`src/rtl/minterm_extractor_if.sv`:
```
// ============================================================================
//  Module      : minterm_extractor_if
//  Description : Host/consumer bundle for minterm_extractor. Carries the
//                start/truth-table request, the status flags and the
//                valid/ready minterm output stream.
//                master : host + downstream consumer (drives start,
//                         truth_table, m_ready)
//                slave  : the extractor (drives busy, m_valid, m_index,
//                         m_last, done, count)
//  Revision    : 1.0 - initial release
// ============================================================================
`default_nettype none

interface minterm_extractor_if #(
    parameter int N_VARS = 4
);
    localparam int c_tbl_w = 2 ** N_VARS;

    logic                 start;
    logic [c_tbl_w-1:0]   truth_table;
    logic                 busy;
    logic                 m_valid;
    logic                 m_ready;
    logic [N_VARS-1:0]    m_index;
    logic                 m_last;
    logic                 done;
    logic [N_VARS:0]      count;

    modport master (
        output start, truth_table, m_ready,
        input  busy, m_valid, m_index, m_last, done, count
    );

    modport slave (
        input  start, truth_table, m_ready,
        output busy, m_valid, m_index, m_last, done, count
    );
endinterface

`default_nettype wire

```
`src/rtl/minterm_extractor.sv`:
```
// ============================================================================
//  Module      : minterm_extractor
//  Description : Takes a 2**N_VARS-bit truth table and serially emits the
//                index of every set bit (minterm) in ascending order over a
//                valid/ready stream. One table bit is examined per clock.
//  Ports       : clk    - rising-edge clock
//                rst_n  - asynchronous active-low reset
//                s_if   - slave side of minterm_extractor_if:
//                         start/truth_table in, busy/done/count status out,
//                         m_valid/m_index/m_last out with m_ready in
//  Revision    : 1.0 - initial release
// ============================================================================
`default_nettype none

module minterm_extractor #(
    parameter int N_VARS = 4
) (
    input  wire logic          clk,
    input  wire logic          rst_n,
    minterm_extractor_if.slave s_if
);

    localparam int                c_tbl_w   = 2 ** N_VARS;
    localparam logic [N_VARS-1:0] c_max_idx = '1;

    typedef enum logic [1:0] {
        S_IDLE = 2'd0,
        S_SCAN = 2'd1,
        S_EMIT = 2'd2
    } state_t;

    state_t               r_state;
    logic [N_VARS-1:0]    r_idx;
    logic [c_tbl_w-1:0]   r_tbl;
    logic                 r_busy;
    logic                 r_valid;
    logic [N_VARS-1:0]    r_index;
    logic                 r_last;
    logic                 r_done;
    logic [N_VARS:0]      r_count;

    // The shift amount is one bit wider than the index so that idx+1 at the
    // top index shifts the whole table out instead of wrapping to zero.
    logic [N_VARS:0]      w_shamt;
    logic [c_tbl_w-1:0]   w_upper;
    logic                 w_last;

    assign w_shamt = {1'b0, r_idx} + {{N_VARS{1'b0}}, 1'b1};
    assign w_upper = r_tbl >> w_shamt;
    assign w_last  = (w_upper == '0);

    always_ff @(posedge clk or negedge rst_n) begin
        if (!rst_n) begin
            r_state <= S_IDLE;
            r_idx   <= '0;
            r_tbl   <= '0;
            r_busy  <= 1'b0;
            r_valid <= 1'b0;
            r_index <= '0;
            r_last  <= 1'b0;
            r_done  <= 1'b0;
            r_count <= '0;
        end else begin
            // done is a single-cycle pulse; only the terminating edge sets it.
            r_done <= 1'b0;

            case (r_state)
                S_IDLE: begin
                    // busy is always low here, so a start seen while busy
                    // (including on the terminating edge) never gets here.
                    if (s_if.start) begin
                        r_tbl   <= s_if.truth_table;
                        r_idx   <= '0;
                        r_count <= '0;
                        r_busy  <= 1'b1;
                        r_state <= S_SCAN;
                    end
                end

                S_SCAN: begin
                    if (r_tbl[r_idx]) begin
                        r_index <= r_idx;
                        r_last  <= w_last;
                        r_valid <= 1'b1;
                        r_state <= S_EMIT;
                    end else if (r_idx == c_max_idx) begin
                        r_busy  <= 1'b0;
                        r_done  <= 1'b1;
                        r_state <= S_IDLE;
                    end else begin
                        r_idx <= r_idx + 1'b1;
                    end
                end

                S_EMIT: begin
                    if (r_valid && s_if.m_ready) begin
                        r_valid <= 1'b0;
                        r_count <= r_count + 1'b1;
                        if (r_last) begin
                            // The top index always lands here with r_last set,
                            // so r_idx is never incremented past it.
                            r_busy  <= 1'b0;
                            r_done  <= 1'b1;
                            r_state <= S_IDLE;
                        end else begin
                            r_idx   <= r_idx + 1'b1;
                            r_state <= S_SCAN;
                        end
                    end
                end

                default: begin
                    r_state <= S_IDLE;
                end
            endcase
        end
    end

    assign s_if.busy    = r_busy;
    assign s_if.m_valid = r_valid;
    assign s_if.m_index = r_index;
    assign s_if.m_last  = r_last;
    assign s_if.done    = r_done;
    assign s_if.count   = r_count;

endmodule

`default_nettype wire

```
`src/flat_wrapper.sv`:
```
// flat-port wrapper written by rule: the top's interface ports become plain ports
module minterm_extractor_flat 
#(
    parameter int N_VARS = 4
)
  (clk, rst_n, s_if_start, s_if_truth_table, s_if_m_ready, s_if_busy, s_if_m_valid, s_if_m_index, s_if_m_last, s_if_done, s_if_count);
  minterm_extractor_if #(.N_VARS(N_VARS)) s_if_i ();
  input  wire logic clk;
  input  wire logic rst_n;
  input wire logic [$bits(s_if_i.start)-1:0] s_if_start;
  input wire logic [$bits(s_if_i.truth_table)-1:0] s_if_truth_table;
  input wire logic [$bits(s_if_i.m_ready)-1:0] s_if_m_ready;
  output wire logic [$bits(s_if_i.busy)-1:0] s_if_busy;
  output wire logic [$bits(s_if_i.m_valid)-1:0] s_if_m_valid;
  output wire logic [$bits(s_if_i.m_index)-1:0] s_if_m_index;
  output wire logic [$bits(s_if_i.m_last)-1:0] s_if_m_last;
  output wire logic [$bits(s_if_i.done)-1:0] s_if_done;
  output wire logic [$bits(s_if_i.count)-1:0] s_if_count;
  assign s_if_i.start = s_if_start;
  assign s_if_i.truth_table = s_if_truth_table;
  assign s_if_i.m_ready = s_if_m_ready;
  assign s_if_busy = s_if_i.busy;
  assign s_if_m_valid = s_if_i.m_valid;
  assign s_if_m_index = s_if_i.m_index;
  assign s_if_m_last = s_if_i.m_last;
  assign s_if_done = s_if_i.done;
  assign s_if_count = s_if_i.count;
  minterm_extractor #(.N_VARS(N_VARS)) u_core (.clk(clk), .rst_n(rst_n), .s_if(s_if_i));
endmodule
```
`config.mk`:
```
export PLATFORM = sky130hd
export DESIGN_NAME = minterm_extractor_flat
export DESIGN_NICKNAME = d
export VERILOG_FILES = /design/src/rtl/minterm_extractor_if.sv /design/src/rtl/minterm_extractor.sv /design/src/flat_wrapper.sv
export SDC_FILE = /design/constraint.sdc
export NUM_CORES = 1
export LEC_CHECK = 0
export CAP_MARGIN = 20
export CORE_MARGIN = 2
export CORE_UTILIZATION = 53
export DETAILED_ROUTE_END_ITERATION = 7
export GPL_ROUTABILITY_DRIVEN = 0
export GPL_TIMING_DRIVEN = 0
export PLACE_DENSITY = 0.8
export SLEW_MARGIN = 40
export SYNTH_ARGS = -nofsm -noshare
export SYNTH_HDL_FRONTEND = slang
export SYNTH_SLANG_ARGS = --single-unit
```
`constraint.sdc`:
```
create_clock -name clk -period 2.9 [get_ports clk]
set_clock_uncertainty 0.1 [all_clocks]
set_input_delay 0.435 -clock clk [delete_from_list [all_inputs] [get_ports clk]]
set_output_delay 0.435 -clock clk [all_outputs]
set_load 0.03 [all_outputs]
```
==> results of run 1 <==
layout make-up:
type / instances / share of cell area, %
repair buffers: 33 / 13.78
plain buffers: 7 / 1.408
clock buffers: 6 / 3.320
clock inverters: 1 / 0.2012
well taps: 48 / 2.414
flip-flops and latches: 35 / 35.21
multi-input cells: 134 / 42.15
inverters: 10 / 1.509
layer usage:
metal	vias up	global-route usage, %	share of wire (%)
li1	755	-	-
met1	779	25.17	44
met2	40	36.73	51
met3	0	5.822	4.6
met4	0	5.208	0
met5	-	0	0
worst max-delay path: stages, from the launching register on:
cell     delay, ns
dfrtp_1       0.50
buf_4         0.23
mux2i_1       0.20
a31oi_1       0.10
nand4_1       0.21
o31ai_4       0.18
o31a_4        0.41
a32o_1        0.21
synthesized netlist by cell type, types with 4 or more instances:
master     n
clkbuf_1   4
mux2i_1    7
nor2_1    11
nand3_1   10
ha_1       6
dfrtp_1   35
nand2_1   17
mux2_4     4
mux2_2    16
a21oi_1    6
nor2b_1    4
inv_1     10
through the flow:
stage                     setup WS, ns  hold slack [ns]  cells  total power, mW  instance area, um2
after floorplan                 0.8698          0.03941    186            1.925                1997
after global routing            0.5382          0.01415    274            2.830                2487
after CTS                       0.6592        0.0005489    274            2.644                2487
after detailed placement        0.5670           0.3073    267            2.288                2400
after global placement          0.6014           0.3987    266            2.220                2377
final                           0.6483        -0.009378    274            2.636                2487
power by group through the flow:
stage | combinational, mW | clock, mW | sequential (mW)
after detailed placement | 1.42 | 0 | 0.869
after floorplan | 1.02 | 0 | 0.903
after CTS | 1.42 | 0.358 | 0.861
after global routing | 1.55 | 0.387 | 0.892
after global placement | 1.37 | 0 | 0.854
final | 1.42 | 0.349 | 0.864
flip-flops by register name (all words and copies together) (netlist names):
register / cells
u_core.s_if.count: 5
u_core.s_if.m_last: 1
u_core.s_if.m_index: 4
u_core.r_state: 2
u_core.s_if.done: 1
u_core.s_if.m_valid: 1
u_core.r_idx: 4
u_core.s_if.busy: 1
u_core.r_tbl: 16
how the worst max path moves through the flow:
stage	slack, ns	depth (start not counted)	end	start
CTS	0.66	7	u_core.r_idx[3]$_DFFE_PN0P_	u_core.r_idx[0]$_DFFE_PN0P_
finish	0.65	7	u_core.r_idx[3]$_DFFE_PN0P_	u_core.r_idx[0]$_DFFE_PN0P_
detailed placement	0.57	6	u_core.r_idx[3]$_DFFE_PN0P_	s_if_m_ready
global route	0.54	8	u_core.r_idx[3]$_DFFE_PN0P_	u_core.r_state[0]$_DFFE_PN0P_
global placement	0.60	6	u_core.r_idx[3]$_DFFE_PN0P_	s_if_m_ready
floorplan	0.87	7	u_core.r_idx[3]$_DFFE_PN0P_	u_core.r_state[0]$_DFFE_PN0P_
cell families after synthesis:
group | share of synthesized area [%]
and+or+nand+nor | 13.97
xor gates and xnor gates | 1.316
DFF | 43.86
adders and majority gates | 3.759
muxes | 15.54
AOI/OAI and AO/OA | 17.92
buffers and inverters | 3.634
==> flow_metrics.py, run 1 <==
metrics = {
    "yosys": {
        "synth_fp_nets": 212,
        "yosysWarnings": 0,
        "synth_edf_count": 0,
        "synthFlopType": "dfrtp_1",
        "synthArstFlopShare_pct": 100.0,
        "netlist_instances": 186,
        "synth_seq_cells": 35,
        "synth.top_cell.area_share_pct": 43.86,
        "avgSynthCellArea_um2": 10.74,
        "synth_cell_type_count": 47,
        "yosysTopAreaCell": "dfrtp_1",
        "synth_area_leaders": "dfrtp_1 44%, mux2_2 9.0%, ha_1 3.8%, mux2i_1 3.5%, nand2_1 3.2%",
        "ys_seq_area_share_pct": 43.86,
        "netlist_area_um2": 1997,
    },
    "grt": {
        "grt_pass1_vias": 1514,
        "grt_overflow": 0,
        "antenna_found_initial": 0,
        "grt_util_all_layers_pct": 20.87,
        "grt_pass1_wl_mm": 6.893,
        "grt_max_degree": 19,
    },
    "setup_path": {
        "start_kind": "flip-flop",
        "worstRegToRegCells": 7,
        "r2r-start": "u_core.r_idx[0]$_DFFE_PN0P_",
        "worstPathRequired_ns": 2.98,
        "critPathArrivalTime_ns": 2.33,
        "r2r_slack_ns": 0.65,
        "cp_max_fo": 10,
        "worst-setup-path-type": "reg2reg",
        "timing.rr.end": "u_core.r_idx[3]$_DFFE_PN0P_",
        "endpoint_kind": "flip-flop",
    },
    "sta": {
        "layout_min_cycle_time_ns": 2.252,
        "setup-tns-final_ns": 0,
        "rsz0062_at_grt": "false",
        "max_freq_mhz": 444.1,
        "finalCritPeriodShare_pct": 77.64,
        "finalHoldViolations": 3,
        "setup_viol": 0,
        "worst_hold_slack_ns": -0.009378,
        "worst_slew_pin_slew_ns": 0.5720,
        "maxSlewHeadroom_pct": 61.87,
        "drv_slew": 0,
    },
    "route": {
        "drtIter0Drc": 77,
        "drcViolationCount": 0,
        "avgRoutedWirePerCell_um": 14.69,
        "via_per_inst": 5.745,
        "ant_nets": 0,
        "vias": 1574,
        "drtPass1Iterations": 4,
        "drt-total-wl_mm": 4.026,
    },
    "cells_and_area": {
        "n_fill_cell": 299,
        "diodes": 0,
        "drive_above_1_share_pct": 18.58,
        "regArea_um2": 875.8,
        "fin_nets": 252,
        "area_growth_pct": 24.56,
        "multi_input_area_um2": 1049,
        "fin_util_pct": 68.46,
        "final_common_cell": "dfrtp_1",
        "mostFrequentLayoutCells": "35 x dfrtp_1, 31 x clkdlybuf4s50_1, 17 x nand2_1",
    },
    "pwr": {
        "leakage_nw": 1.118,
        "p_switching_mw": 1.113,
        "clkPwrFrac_pct": 13.2,
        "p_per_area_nw_per_um2": 1060,
        "p_seq_share_pct": 32.8,
        "p_int_mw": 1.522,
        "vdd_drop_max_uv": 470.2,
        "swShare_pct": 42.24,
        "combPwrFrac_pct": 54.0,
    },
    "place": {
        "hpwlAfterDp_mm": 3.153,
        "portBuffers": 32,
    },
    "floorplan": {
        "fp-row-count": 22,
        "start_util_pct": 54.96,
        "ios": 33,
        "die_x_um": 65.38,
        "die_area_um2": 4275,
        "core_area_um2": 3633,
        "die_h_um": 65.38,
    },
    "clock_network": {
        "hold_buffers": 0,
        "clk_pin_slew_ns": 0.07,
        "clockRootBuffer": "clkbuf_8",
        "ctsResizeCount": 0,
        "cts_tree": "built",
        "numCtsBuffers": 5,
        "clock-sinks": 35,
        "cts_setup_buffers": 0,
        "cts_max_level": 2,
        "clock_latency_ns": 0.28,
        "clockBufferDepth": 2,
    },
    "run_status": {
        "violations": "hold timing",
        "outcome": "complete, but fails checks",
    },
    "hold_path": {
        "hold_class": "in2async",
    },
    "job": {
        "maxCapViolations": 0,
    },
}
No activity file was read; power rests on OpenSTA's default activity.
==> run 2: changes to the inputs <==
==> constraint.sdc (replaced) <==
create_clock -name clk -period 2.25 [get_ports clk]
set_clock_uncertainty 0.1 [all_clocks]
set_input_delay 0.3375 -clock clk [delete_from_list [all_inputs] [get_ports clk]]
set_output_delay 0.3375 -clock clk [all_outputs]
set_load 0.03 [all_outputs]
==> flow_metrics.py, run 2 (synthesis results as in run 1) <==
metrics = {
    "route": {
        "drtIter0Drc": 94,
        "drt-total-wl_mm": 4.061,
        "drtPass1Iterations": 4,
        "vias": 1582,
        "drcViolationCount": 0,
        "ant_nets": 0,
        "wl_met1_mm": 1.762,
        "avgRoutedWirePerCell_um": 14.66,
        "wl_met2_mm": 2.078,
        "via_per_inst": 5.711,
        "highest_layer": "met3",
        "wl_met3_um": 221,
    },
    "cells_and_area": {
        "n_fill_cell": 298,
        "top_register": "u_core.r_tbl",
        "fin_nets": 255,
        "drive_above_1_share_pct": 21.40,
        "finalInstanceArea_um2": 2522,
        "fin_util_pct": 69.42,
        "final_common_cell": "dfrtp_1",
        "multi_input_area_um2": 1051,
        "largest_reg_flops": 16,
        "mostFrequentLayoutCells": "34 x dfrtp_1, 31 x clkdlybuf4s50_1, 17 x nand2_1",
        "area_growth_pct": 26.32,
        "diodes": 0,
        "regArea_um2": 877.1,
    },
    "sta": {
        "drv_slew": 0,
        "worst_slew_pin_slew_ns": 0.5142,
        "max_freq_mhz": 459.2,
        "layout_min_cycle_time_ns": 2.178,
        "maxSlewHeadroom_pct": 64.84,
        "worst_hold_slack_ns": 0.4224,
        "finalCritPeriodShare_pct": 96.80,
        "fin_ws_ns": 0.07208,
        "finalHoldViolations": 0,
        "setup_viol": 0,
    },
    "grt": {
        "grt_pass1_vias": 1514,
        "grt_max_degree": 19,
        "grt_pass1_wl_mm": 6.893,
        "grt_overflow": 0,
        "grt_util_all_layers_pct": 20.87,
        "antenna_found_initial": 0,
    },
    "setup_path": {
        "endpoint_kind": "flip-flop",
        "worstPathRequired_ns": 2.32,
        "start_kind": "flip-flop",
        "critPathArrivalTime_ns": 2.25,
        "cp_max_fo": 10,
        "worst-setup-path-type": "reg2reg",
    },
    "floorplan": {
        "core_area_um2": 3633,
        "start_util_pct": 54.96,
        "die_area_um2": 4275,
        "ios": 33,
        "die_x_um": 65.38,
        "die_h_um": 65.38,
        "fp-row-count": 22,
    },
    "clock_network": {
        "cts_tree": "built",
        "numCtsBuffers": 5,
        "clock_latency_ns": 0.28,
        "clk_pin_slew_ns": 0.07,
        "cts_max_level": 2,
        "clock-sinks": 35,
        "clockBufferDepth": 2,
        "clockRootBuffer": "clkbuf_8",
    },
    "pwr": {
        "leakage_nw": 1.140,
        "vdd_drop_max_uv": 617.3,
        "p_per_area_nw_per_um2": 1381,
    },
    "place": {
        "hpwlAfterDp_mm": 3.153,
        "portBuffers": 32,
        "dpl-instance-area_um2": 2400,
        "place_ws_ns": 0.01449,
    },
    "run_status": {
        "outcome": "complete, no violations",
    },
    "hold_path": {
        "hold_class": "reg2reg",
    },
    "job": {
        "maxCapViolations": 0,
    },
}
[run 2: per-layer routing]
| layer | track usage, % | up-vias |
|---|---|---|
| met5 | 0 | - |
| met4 | 5.208 | 0 |
| met3 | 5.822 | 0 |
| met2 | 36.73 | 42 |
| met1 | 25.17 | 781 |
| li1 | - | 759 |
[run 2: metrics by stage]
| step | TNS [ns] | std cells | power, mW |
|---|---|---|---|
| after floorplan | 0 | 186 | 2.482 |
| after global placement | 0 | 266 | 2.861 |
| after detailed placement | 0 | 267 | 2.949 |
| after CTS | 0 | 275 | 3.409 |
| after global routing | -0.07831 | 277 | 3.736 |
| final | 0 | 277 | 3.483 |
[run 2: worst paths after layout]
| kind | from | to | slack (ns) | depth (start not counted) |
|---|---|---|---|---|
| worst max-delay path | u_core.r_idx[2]$_DFFE_PN0P_ | u_core.r_idx[3]$_DFFE_PN0P_ | 0.07 | 7 |
| worst max register to register | u_core.r_idx[2]$_DFFE_PN0P_ | u_core.r_idx[3]$_DFFE_PN0P_ | 0.07 | 7 |
| max in group asynchronous | rst_n | u_core.r_idx[0]$_DFFE_PN0P_ | 1.18 | 3 |
| min in group asynchronous | rst_n | u_core.s_if.m_valid$_DFFE_PN0P_ | 0.43 | 2 |
| worst min register to register | u_core.s_if.m_index[0]$_DFFE_PN0P_ | u_core.s_if.m_index[0]$_DFFE_PN0P_ | 0.42 | 1 |
| worst min-delay path | u_core.s_if.m_index[0]$_DFFE_PN0P_ | u_core.s_if.m_index[0]$_DFFE_PN0P_ | 0.42 | 1 |
[run 2: where the power goes]
| part | switching [mW] | leakage, nW | internal, mW | total (mW) |
|---|---|---|---|---|
| registers | 0.233 | 0.437 | 0.881 | 1.11 |
| logic | 1.01 | 0.656 | 0.911 | 1.92 |
| clock network | 0.208 | 0.0470 | 0.240 | 0.448 |
| total | 1.45 | 1.14 | 2.03 | 3.48 |
[run 2: area by class of cell]
class / instances / area share (%)
timing repair buffer: 37 / 14.88
multi-input combinational: 134 / 41.67
tap: 48 / 2.381
inverter: 10 / 1.488
sequential: 35 / 34.77
clock buffer: 6 / 3.274
buffer: 6 / 1.339
clock inverter: 1 / 0.1984
[run 2: worst max-delay path, stage by stage (launching register included)]
cell and delay (ns):
dfrtp_1 0.40, buf_2 0.23, nor2b_1 0.24, nand3_1 0.10, nand4_1 0.21, o31ai_4 0.17
o31a_4 0.41, a32o_1 0.21
[run 2: timing repair]
| action | CTS | global route |
|---|---|---|
| resized for setup | 0 | 6 |
| hold endpoints to repair | 17 | 0 |
| buffers inserted | 0 | 3 |
| setup endpoints to repair | 0 | 20 |
| hold buffers | 1 | 0 |
